**src/rtl/tick_down_timer.sv**
```systemverilog
// Loadable down-counting timer: counts tick_i pulses from a programmed load down to zero and pulses done_o.
// Optional build macro TICK_DOWN_TIMER_AUTO_RELOAD_EN: expiry reloads from the reload register and keeps running.
module tick_down_timer #(
    parameter int unsigned WIDTH    = 7,
    parameter int unsigned MIN_LOAD = 1
) (
    input  logic             clk_i,
    input  logic             rst_ni,
    input  logic             tick_i,
    input  logic             start_i,
    input  logic             stop_i,
    input  logic [WIDTH-1:0] load_val_i,
    output logic [WIDTH-1:0] count_o,
    output logic             busy_o,
    output logic             done_o
);

    localparam logic ST_IDLE = 1'b0;
    localparam logic ST_RUN  = 1'b1;

    localparam logic [WIDTH-1:0] LP_MIN = WIDTH'(MIN_LOAD);
    localparam logic [WIDTH-1:0] LP_ONE = WIDTH'(1);

    logic             r_state;
    logic             w_state_nxt;
    logic [WIDTH-1:0] r_count;
    logic [WIDTH-1:0] w_count_nxt;
    logic             r_done;
    logic             w_done_nxt;
    logic             w_load_zero;
    logic [WIDTH-1:0] w_load_eff;

`ifdef TICK_DOWN_TIMER_AUTO_RELOAD_EN
    logic [WIDTH-1:0] r_reload;
    logic [WIDTH-1:0] w_reload_nxt;
`endif

    assign w_load_zero = (load_val_i == '0);
    assign w_load_eff  = (load_val_i < LP_MIN) ? LP_MIN : load_val_i;

    // start_i is handled identically in IDLE and RUN, so it is decoded ahead of the state;
    // stop_i outranks it, and a start discards any coincident tick.
    always_comb begin
        w_state_nxt  = r_state;
        w_count_nxt  = r_count;
        w_done_nxt   = 1'b0;
`ifdef TICK_DOWN_TIMER_AUTO_RELOAD_EN
        w_reload_nxt = r_reload;
`endif
        if (!stop_i && start_i) begin
            if (w_load_zero) begin
                w_count_nxt = '0;
                w_done_nxt  = 1'b1;
                w_state_nxt = ST_IDLE;
            end else begin
                w_count_nxt  = w_load_eff;
                w_state_nxt  = ST_RUN;
`ifdef TICK_DOWN_TIMER_AUTO_RELOAD_EN
                w_reload_nxt = w_load_eff;
`endif
            end
        end else if (r_state == ST_RUN) begin
            if (stop_i) begin
                w_state_nxt = ST_IDLE;
            end else if (tick_i) begin
                if (r_count > LP_ONE) begin
                    w_count_nxt = r_count - LP_ONE;
                end else if (r_count == LP_ONE) begin
                    w_done_nxt  = 1'b1;
`ifdef TICK_DOWN_TIMER_AUTO_RELOAD_EN
                    w_count_nxt = r_reload;
`else
                    w_count_nxt = '0;
                    w_state_nxt = ST_IDLE;
`endif
                end
            end
        end
    end

    always_ff @(posedge clk_i or negedge rst_ni) begin
        if (!rst_ni) begin
            r_state <= ST_IDLE;
            r_count <= '0;
            r_done  <= 1'b0;
        end else begin
            r_state <= w_state_nxt;
            r_count <= w_count_nxt;
            r_done  <= w_done_nxt;
        end
    end

`ifdef TICK_DOWN_TIMER_AUTO_RELOAD_EN
    always_ff @(posedge clk_i or negedge rst_ni) begin
        if (!rst_ni) begin
            r_reload <= '0;
        end else begin
            r_reload <= w_reload_nxt;
        end
    end
`endif

    assign count_o = r_count;
    assign busy_o  = (r_state == ST_RUN);
    assign done_o  = r_done;

endmodule

```
**config.mk**
```make
export PLATFORM = sky130hd
export DESIGN_NAME = tick_down_timer
export DESIGN_NICKNAME = d
export VERILOG_FILES = /design/src/rtl/tick_down_timer.sv
export SDC_FILE = /design/constraint.sdc
export NUM_CORES = 1
export LEC_CHECK = 0
export CAP_MARGIN = 30
export CELL_PAD_IN_SITES_DETAIL_PLACEMENT = 1
export CELL_PAD_IN_SITES_GLOBAL_PLACEMENT = 1
export CORE_ASPECT_RATIO = 0.9
export CORE_UTILIZATION = 36
export CTS_BUF_LIST = sky130_fd_sc_hd__clkbuf_4
export CTS_CLUSTER_DIAMETER = 60
export DETAILED_ROUTE_END_ITERATION = 10
export GPL_TIMING_DRIVEN = 0
export PLACE_DENSITY_LB_ADDON = 0.1
export SYNTH_ARGS = -nofsm -noshare
export SYNTH_HDL_FRONTEND = slang
export SYNTH_SLANG_ARGS = --single-unit
```
**constraint.sdc**
```tcl
create_clock -name clk_i -period 2.5 [get_ports clk_i]
set_input_delay 0.625 -clock clk_i [delete_from_list [all_inputs] [get_ports clk_i]]
set_output_delay 0.625 -clock clk_i [all_outputs]
set_load 0.02 [all_outputs]
```
# [After elaboration in Yosys (flattened, before gate mapping)]
# Index checks and enable logic that the tools add are counted.
[classes] n_eq_ne=2 n_addsub=1 n_mux=22 reduce_logical=7 magnitude_cmp=2
[op_table] operator="$mux 7" count=8
[op_table] operator="$mux 1" count=14
[op_table] operator="$eq 7x1->1 const B" count=1
[op_table] operator="$gt 7x1->1 const B" count=1
[op_table] operator="$logic_not 7->1" count=1
[op_table] operator="$lt 7x1->1 const B" count=1
[op_table] operator="$sub 7x1->7 const B" count=1
[op_table] operator="$reduce_and 4->1" count=1
[op_table] operator="$reduce_bool 2->1" count=2
[op_table] operator="$reduce_bool 3->1" count=1
[op_table] operator="$ne 2x1->1 const B" count=1
[op_table] operator="$logic_and 1x1->1" count=1
[op_table] operator="$logic_not 1->1" count=1
[word_totals] out_inout_bits=9 ff_bits=9 elab_cells=37 input_bits=12

# [Logic depth before layout (Yosys ltp)]
# Gate-level depths: netlist (run 1).
[logic_depth] word_depth=7 mapped_depth=6

# [Least setup slack after synthesis (run 1)]
# No wires, ideal clock.
[synth_timing] path_type="input port to flip-flop" start="input stop_i" end="register r_count[2], in the netlist count_o[2]" stages=4 setup_slack_ps=898 arrival_time_ps=1519 setup_ps=83 path_buffers=0 path_cell_list="nand4bb_1 > a31o_4 > o31a_2 > o21ai_0"
[synth_between] elab_chain_cells=4 word_cells_on_any_way=8 classes_between="eq/ne: 1; mux: 1; reduce/logical: 6"
[synth_lines] item="start: declaration" line_no="11" text="input logic stop_i,"
[synth_lines] item="$logic_not 1->1" line_no="50" text="if (!stop_i && start_i) begin"
[synth_lines] item="$logic_and 1x1->1" line_no="50"
[synth_lines] item="$ne 2x1->1 (no source line) (tied with other cells)"
[synth_lines] item="$reduce_and 4->1 (no source line)"
[synth_lines] item="end signal: assignment" line_no="88" text="r_count <= w_count_nxt;"
[synth_lines] item="end: declaration" line_no="26" text="logic [WIDTH-1:0] r_count;"
# Several ways; a longest one is shown, not always the timed one.
# A chain may end at the register's enable or synchronous reset.

# [Worst setup path after layout (run 1)]
[layout_timing] start="register r_count[3], in the netlist count_o[3]" end="output count_o[3]"
[layout_lines] item="end: declaration" line_no="13" text="output logic [WIDTH-1:0] count_o,"
# No word-level cell between the ends.

==> results of run 1 <==
==> cell families (layout without fill, tap and decap cells) <==
group                      Yosys count  count (layout)
adders and majority gates            2               2
muxes                                1               1
buffers and inverters                4              28
AOI/OAI and AO/OA                   21              21
and+or+nand+nor                     26              26
DFF                                  9               9
==> stage by stage <==
step	hold WS, ps	instances
final	591	109
after global routing	621	109
after CTS	599	109
after detailed placement	582	105
after global placement	572	105
after floorplan	329	63
==> Yosys cell counts <==
master / instances / area [µm²]
nand2_1: 4 / 15.0
nor2b_1: 1 / 6.26
nor4_1: 2 / 12.5
o21ai_0: 6 / 30.0
a22oi_1: 3 / 22.5
nor4b_1: 1 / 8.76
ha_1: 2 / 25.0
a31o_4: 1 / 17.5
nor3_2: 1 / 10.0
o31ai_1: 1 / 7.51
nand3_1: 2 / 10.0
nor3_1: 2 / 10.0
mux2i_1: 1 / 10.0
nor2_1: 5 / 18.8
o31a_2: 2 / 20.0
nand4bb_1: 1 / 11.3
nand2b_1: 1 / 6.26
nor4_4: 1 / 21.3
o41a_1: 1 / 11.3
o21ai_1: 2 / 10.0
a21oi_1: 2 / 10.0
nand4_1: 1 / 6.26
inv_1: 3 / 11.3
a32o_1: 1 / 10.0
clkbuf_1: 1 / 3.75
dfrtp_1: 9 / 225
and2_4: 1 / 8.76
a221o_1: 2 / 20.0
or2_2: 3 / 18.8
==> power breakdown <==
part,switching (mW),internal (mW),leakage (nW)
registers,0.0369,0.166,0.114
logic,0.0972,0.0924,0.189
clock network,0.0671,0.0729,0.0184
==> layer usage <==
metal / part of all wire (%) / vias to the layer above / GRT usage, %
li1: - / 293 / -
met2: 47 / 22 / 37.0
met5: 0 / - / 0
met4: 1.9 / 0 / 9.09
met3: 5.5 / 5 / 7.93
met1: 45 / 286 / 31.2
==> registers in the layout, indices dropped and copies added (netlist names) <==
name     cells
busy_o       1
count_o      7
done_o       1
==> layout make-up <==
type,instances,area (µm²)
sequential,9,225
multi-input combinational,50,358
tap,22,27.5
inverter,3,11.3
clock buffer,4,30.0
fill,182,641
buffer,1,3.75
timing repair buffer,20,200
==> worst max-delay path by stage <==
stage / startpoint / endpoint / slack [ps] / cells past startpoint
after CTS: count_o[3] / count_o[3] / 450 / 1
after detailed placement: stop_i / count_o[2] / 260 / 5
after global placement: stop_i / count_o[1] / 280 / 5
after global routing: count_o[3] / count_o[3] / 370 / 1
final: count_o[3] / count_o[3] / 430 / 1
after floorplan: stop_i / count_o[2] / 900 / 4
==> layout by cell type, fill, tap and decap left out, drive strengths merged, types with 3 or more instances in the layout <==
master,instances
nor4,3
o21ai,8
inv,3
a22oi,3
nor2,5
clkbuf,5
or2,3
dfrtp,9
clkdlybuf4s50,20
nor3,3
nand2,4
==> worst reg2reg max path: cells and delay by family (launching register included) <==
| family | cells | cell delay [ps] |
|---|---|---|
| compound gates | 3 | 650 |
| flops | 1 | 460 |
| simple gates | 1 | 420 |
==> impl_metrics.tcl, run 1 <==
set metrics [dict create \
    outcome "finished, final reports clean" \
    grt_max_degree 11 \
    rsz0062_at_grt "false" \
    cts_tree "yes" \
    pre_cts_ws_ps 257 \
    worst_slew_pin_slew_ps 475 \
    synth_nets 77 \
    seq_area_frac_synth_pct 37.7 \
    crit_path_top_delay_cell "clkdlybuf4s50_1" \
    hold_path_class "reg -> reg" \
    postCtsSetupBuffers 0 \
    clk_latency_ps 280 \
    tns_ps 0 \
    mappedNetlistArea_um2 598 \
    clk_pin_slew_ps 80 \
    wl_um 1830 \
    grt_pass1_wl_um 2820 \
    place.gp.congestion 0.758 \
    antenna_cells 0 \
    cts_hold_buf 0 \
    synth_top_family_by_area "simple AND/OR/NAND/NOR gates" \
    track_usage_pct 23.9 \
    syn_avg_cell_area_um2 9.49 \
    synth-seq-cells 9 \
    yosys_warnings 0 \
    htree_num_levels 1 \
    firstDrtPassIters 4 \
    drt-initial-drc-count 14 \
    drive_gt1_share_pct 14.9 \
    critPathMaxStageDelay_ps 660 \
    skew_ps 7.39 \
    rr_worst_depth 4 \
    initial_utilization_pct 40.0 \
    avgRoutedWirePerCell_um 16.8 \
    hold_depth 1 \
    synthMuxAreaShare_pct 1.67 \
    relSlewSlack_pct 68.2 \
    rows 13 \
    cp-start-kind "flop" \
    grt_overflow 0 \
    min-delay-start "busy_o" \
    nNetsFinal 102 \
    min_period_ps 2070 \
    period_share_pct 82.7 \
    cts_buffers 3 \
    rr_endpoint "count_o[4]" \
    synth_xor_xnor_area_share_pct 0 \
    whs_endpoint "busy_o" \
    worstSetupPathType "reg -> out" \
    power_density_mw_per_mm2 622 \
    power_mw 0.532 \
    die_y_um 40.7 \
    setup_viol 0 \
    antenna_found_initial 0 \
    finalMaxSlewViolations 0 \
    dpl_cell_area_um2 826 \
    worst_setup_path_end_kind "primary output" \
    cts_root_buf "clkbuf_4" \
    synth.distinct_cells 29 \
    r2r_start "count_o[5]" \
    drc 0 \
    post-dp-hpwl_um 1300 \
    dieArea_mm2 0.00183 \
    synth-simple-area-share_pct 27.4 \
    netlist_instances 63 \
    finalHoldViolations 0 \
    syn_to_final_growth_pct 43.1 \
    regToRegSetupSlack_ps 850 \
    cp_cell_sequence "clkdlybuf4s50_1" \
    clock_sinks 9 \
    synth-adder-area-share_pct 4.18 \
    die_w_um 45.0 \
    p_leak_nw 0.321 \
    fin_ws_ps 432 \
    cp_max_fo 7 \
    critical_path_buf_inv_count 1 \
    grt_pass1_vias 549 \
    utilization_pct 57.2 \
    cts_resized 0 \
    drv_cap 0 \
    clockBufferDepth 2 \
    arrival_ps 1440 \
    design_area_um2 856 \
    cp_data_required_time_ps 1880 \
    avgViaCountPerCell 5.56 \
    core_area_mm2 0.00150 \
    io_buffer_count 20 \
    ir_drop_uv 329 \
    io_pins 21 \
    num_vias 606 \
    fmax_mhz 484 \
    synth-compound-area-share_pct 26.6 \
    ant_nets 0 \
    cp_top_family "buffers and inverters" \
]
Note: power is estimated with default switching activity, not from simulation.
==> run 2: changes to the inputs <==
--- a/config.mk
+++ b/config.mk
@@ -9,7 +9,7 @@
 export CELL_PAD_IN_SITES_DETAIL_PLACEMENT = 1
 export CELL_PAD_IN_SITES_GLOBAL_PLACEMENT = 1
 export CORE_ASPECT_RATIO = 0.9
-export CORE_UTILIZATION = 36
+export CORE_UTILIZATION = 30
 export CTS_BUF_LIST = sky130_fd_sc_hd__clkbuf_4
 export CTS_CLUSTER_DIAMETER = 60
 export DETAILED_ROUTE_END_ITERATION = 10
==> constraint.sdc (replaced) <==
create_clock -name clk_i -period 1.8 [get_ports clk_i]
set_input_delay 0.45 -clock clk_i [delete_from_list [all_inputs] [get_ports clk_i]]
set_output_delay 0.45 -clock clk_i [all_outputs]
set_load 0.02 [all_outputs]
==> impl_metrics.tcl, run 2 (synthesis gave the netlist of run 1 again) <==
set metrics [dict create \
    die_w_um 49.1 \
    rr_worst_depth 4 \
    drv_cap 0 \
    r2r_start "count_o[5]" \
    io_buffer_count 20 \
    worst_slew_pin_slew_ps 472 \
    grt_pass1_wl_um 3010 \
    critPathMaxStageDelay_ps 620 \
    fill_cells 203 \
    track_usage_pct 19.0 \
    ir_drop_uv 374 \
    wl_um 1760 \
    critical_path_buf_inv_count 1 \
    firstDrtPassIters 3 \
    nNetsFinal 102 \
    cp_cell_sequence "clkdlybuf4s50_1" \
    avgRoutedWirePerCell_um 15.9 \
    worstSetupPathType "reg -> out" \
    endpoint "count_o[1]" \
    finalHoldViolations 0 \
    cts_hold_buf 0 \
    busiest_layer "met2" \
    rr_endpoint "count_o[4]" \
    clk_pin_slew_ps 70 \
    hold_path_class "in -> async" \
    clockBufferDepth 2 \
    htree_num_levels 1 \
    period_share_pct 96.7 \
    antenna_cells 0 \
    arrival_ps 1290 \
    skew_ps 0.658 \
    utilization_pct 49.6 \
    outcome "finished, final reports clean" \
    power_density_mw_per_mm2 811 \
    cts_buffers 3 \
    fmax_mhz 575 \
    regArea_um2 226 \
    cp-start-kind "flop" \
    cts_tree "yes" \
    setup_viol 0 \
    crit_path_top_delay_cell "clkdlybuf4s50_1" \
    dpl_cell_area_um2 828 \
    min_period_ps 1740 \
    avgViaCountPerCell 5.57 \
    use_met1_pct 22.5 \
    rows 14 \
    rsz0062_at_grt "false" \
    core_area_mm2 0.00177 \
    cp_data_required_time_ps 1350 \
    clock_sinks 9 \
    path_depth 1 \
    grt_max_degree 11 \
    dieArea_mm2 0.00218 \
    grt_pass1_vias 639 \
    finalMaxSlewViolations 0 \
    final_cell_mix "clkdlybuf4s50_1 (12), dfrtp_1 (8), o21ai_0 (6)" \
    drc 0 \
    ant_nets 0 \
    cp_top_family "buffers and inverters" \
    cts_root_buf "clkbuf_4" \
    largest_reg_flops 7 \
    drt-initial-drc-count 12 \
    use_met3_pct 6.19 \
    met2_usage_pct 32.3 \
    design_area_um2 878 \
    num_vias 618 \
    regToRegSetupSlack_ps 90 \
    die_y_um 44.4 \
    final_cells 111 \
    mostFrequentLayoutCell "clkdlybuf4s50_1" \
    tns_ps 0 \
    clk_latency_ps 270 \
    cp_max_fo 4 \
    p_leak_nw 0.373 \
    post-dp-hpwl_um 1340 \
    grt_overflow 0 \
    place_inst 107 \
    antenna_found_initial 0 \
    startpoint "count_o[1]" \
    io_pins 21 \
    multi_input_area_um2 374 \
    place.gp.congestion 0.764 \
    initial_utilization_pct 33.8 \
    worst_setup_path_end_kind "primary output" \
    syn_to_final_growth_pct 46.9 \
    relSlewSlack_pct 68.4 \
    drive_gt1_share_pct 18.4 \
]
==> run 2: layout make-up <==
class                           count  share of cell area (%)
Buffer                              1                   0.570
Clock buffer                        4                    3.42
Inverter                            3                    1.28
Multi-Input combinational cell     50                    42.6
Sequential cell                     9                    25.8
Tap cell                           24                    3.42
Timing Repair Buffer               20                    22.9
==> run 2: how the worst min path moves through the flow <==
stage / start / end / slack [ps] / depth (start not counted)
after CTS: rst_ni / done_o / 510 / 1
after global placement: busy_o / busy_o / 560 / 1
after detailed placement: busy_o / busy_o / 570 / 1
after global routing: rst_ni / done_o / 520 / 1
after floorplan: rst_ni / busy_o / 150 / 0
final: rst_ni / count_o[3] / 500 / 1
==> run 2: power breakdown <==
part,switching [mW],internal (mW)
registers,0.0508,0.231
logic,0.134,0.115
clock network,0.0801,0.101
==> run 2: stage by stage <==
step,power (mW),hold WS [ps],worst slack (ps)
after floorplan,0.419,154,219
after global placement,0.539,559,-258
after detailed placement,0.545,570,-250
after CTS,0.719,510,35.9
after global routing,0.758,515,6.06
final,0.712,505,59.8
==> run 2: layer usage <==
layer,vias to the layer above,routed length (µm)
li1,295,-
met2,16,857
met4,0,19
met1,305,797
met3,2,86
met5,-,0
==> run 2: repair_timing <==
action | in CTS | in global routing
setup buffers | 0 | 0
pin swaps | 0 | 0
endpoints found under the setup margin | 5 | 6
gates resized for setup | 6 | 6
==> run 3: changes to the inputs <==
==> config.mk (replaced) <==
export PLATFORM = sky130hd
export DESIGN_NAME = tick_down_timer
export DESIGN_NICKNAME = d
export VERILOG_FILES = /design/src/rtl/tick_down_timer.sv
export SDC_FILE = /design/constraint.sdc
export NUM_CORES = 1
export LEC_CHECK = 0
export CAP_MARGIN = 30
export CORE_ASPECT_RATIO = 0.9
export CORE_UTILIZATION = 41
export CTS_BUF_LIST = sky130_fd_sc_hd__clkbuf_4
export CTS_CLUSTER_DIAMETER = 60
export DETAILED_ROUTE_END_ITERATION = 10
export PLACE_DENSITY = 0.77
export SYNTH_ARGS = -nofsm -noshare
export SYNTH_HDL_FRONTEND = slang
export SYNTH_SLANG_ARGS = --single-unit
==> impl_metrics.tcl, run 3 (synthesis gave the netlist of run 1 again) <==
set metrics [dict create \
    antenna_found_initial 0 \
    clk_pin_slew_ps 60 \
    final_cell_mix "clkdlybuf4s50_1 (15), dfrtp_1 (9), buf_4 (9)" \
    rr_worst_depth 5 \
    avgViaCountPerCell 5.58 \
    drt-initial-drc-count 9 \
    die_y_um 38.2 \
    drive_gt1_share_pct 23.2 \
    rows 12 \
    crit_path_top_delay_cell "clkdlybuf4s50_1" \
    cts_hold_buf 0 \
    fmax_mhz 569 \
    drc 0 \
    post-dp-hpwl_um 1190 \
    wl_um 1530 \
    min_period_ps 1760 \
    outcome "finished, final reports clean" \
    fill_cells 116 \
    syn_to_final_growth_pct 51.0 \
    clk_latency_ps 260 \
    finalHoldViolations 0 \
    power_density_mw_per_mm2 795 \
    num_vias 608 \
    track_usage_pct 21.5 \
    worst_slew_pin_slew_ps 441 \
    die_w_um 42.3 \
    finalMaxSlewViolations 0 \
    avgRoutedWirePerCell_um 14.1 \
    cts_tree "yes" \
    io_buffer_count 20 \
    hold_path_class "in -> async" \
    arrival_ps 1310 \
    critical_path_buf_inv_count 1 \
    drv_cap 0 \
    grt_overflow 0 \
    grt_pass1_vias 542 \
    cts_buffers 3 \
    grt_pass1_wl_um 2460 \
    whs_ps 493 \
    antenna_cells 0 \
    dieArea_mm2 0.00162 \
    path_depth 1 \
    period_share_pct 97.6 \
    place_inst 105 \
    ant_nets 0 \
    cp_cell_sequence "clkdlybuf4s50_1" \
    io_pins 21 \
    mostFrequentLayoutCell "clkdlybuf4s50_1" \
    cp_max_fo 4 \
    largest_reg_flops 7 \
    core_area_mm2 0.00129 \
    firstDrtPassIters 5 \
    critPathMaxStageDelay_ps 630 \
    setup_viol 0 \
    relSlewSlack_pct 70.5 \
    ir_drop_uv 460 \
    rsz0062_at_grt "false" \
    worst_setup_path_end_kind "primary output" \
    clockBufferDepth 2 \
    postCtsSetupBuffers 0 \
    initial_utilization_pct 46.3 \
    p_leak_nw 0.375 \
    worstSetupPathType "reg -> out" \
    nNetsFinal 110 \
    cp_data_required_time_ps 1350 \
    clock_sinks 9 \
    cts_root_buf "clkbuf_4" \
    cp-start-kind "flop" \
    skew_ps 4.30 \
    cp_top_family "buffers and inverters" \
    htree_num_levels 1 \
    grt_max_degree 11 \
    place.gp.congestion 0.792 \
    final_cells 109 \
]
==> run 3: cell count changes in the layout (fill, tap and decap cells not counted), sizes merged <==
cell	before	now
buf	0	9
clkbuf	5	4
dlymetal6s2s	3	0
clkdlybuf4s50	12	15
==> run 3: final timing paths <==
kind | slack, ps | to | start
setup / recovery | 40 | count_o[1] | count_o[1]
hold / removal | 490 | count_o[3] | rst_ni
setup reg to reg | 120 | count_o[3] | count_o[4]
hold reg to reg | 610 | count_o[0] | count_o[0]
max in group asynchronous | 1000 | count_o[5] | rst_ni
min in group clk_i | 610 | count_o[0] | count_o[0]
==> run 3: worst register-to-register path, cell delays in order, from the launching register on <==
cell	delay, ps
dfrtp_1	440
nor4_4	420
a31o_4	250
buf_4	110
o21ai_1	60
a221o_1	290
==> run 3: layer usage <==
metal | GRT usage [%] | vias to the layer above | wire [µm] | part of all wire [%]
met2 | 35.0 | 17 | 701 | 46
met5 | 0 | - | 0 | 0
met4 | 14.1 | 0 | 27 | 1.8
li1 | - | 306 | - | -
met3 | 3.30 | 4 | 73 | 4.8
met1 | 26.8 | 281 | 732 | 48
==> run 3: stage by stage <==
step | setup slack (ps) | setup TNS, ps | total power, mW | instance area (µm²) | utilization (%)
global route | 0.594 | 0 | 0.764 | 903 | 70.0
detailed placement | -110 | -490 | 0.565 | 880 | 68.1
finish | 42.8 | 0 | 0.719 | 903 | 70.0
CTS | 36.6 | 0 | 0.729 | 903 | 70.0
global placement | -62.7 | -262 | 0.559 | 880 | 68.1
floorplan | 219 | 0 | 0.419 | 598 | -
==> run 3: timing repair <==
| action | 4_1_cts | 5_1_grt |
|---|---|---|
| pin swaps | 0 | 1 |
| endpoints found under the setup margin | 5 | 1 |
| resized for setup | 5 | 0 |
==> run 3: area by class of cell <==
type	instances	area (µm²)	area share [%]
Multi-Input combinational cell	50	358	39.6
Tap cell	14	17.5	1.94
Timing Repair Buffer	29	262	28.9
Clock buffer	4	30.0	3.32
Sequential cell	9	225	24.9
Inverter	3	11.3	1.25
==> run 3: report_power, final <==
part	switching, mW	total [mW]	leakage, nW	internal, mW
clock	0.0727	0.173	0.0184	0.101
sequential	0.0449	0.275	0.114	0.230
combinational	0.136	0.270	0.243	0.134
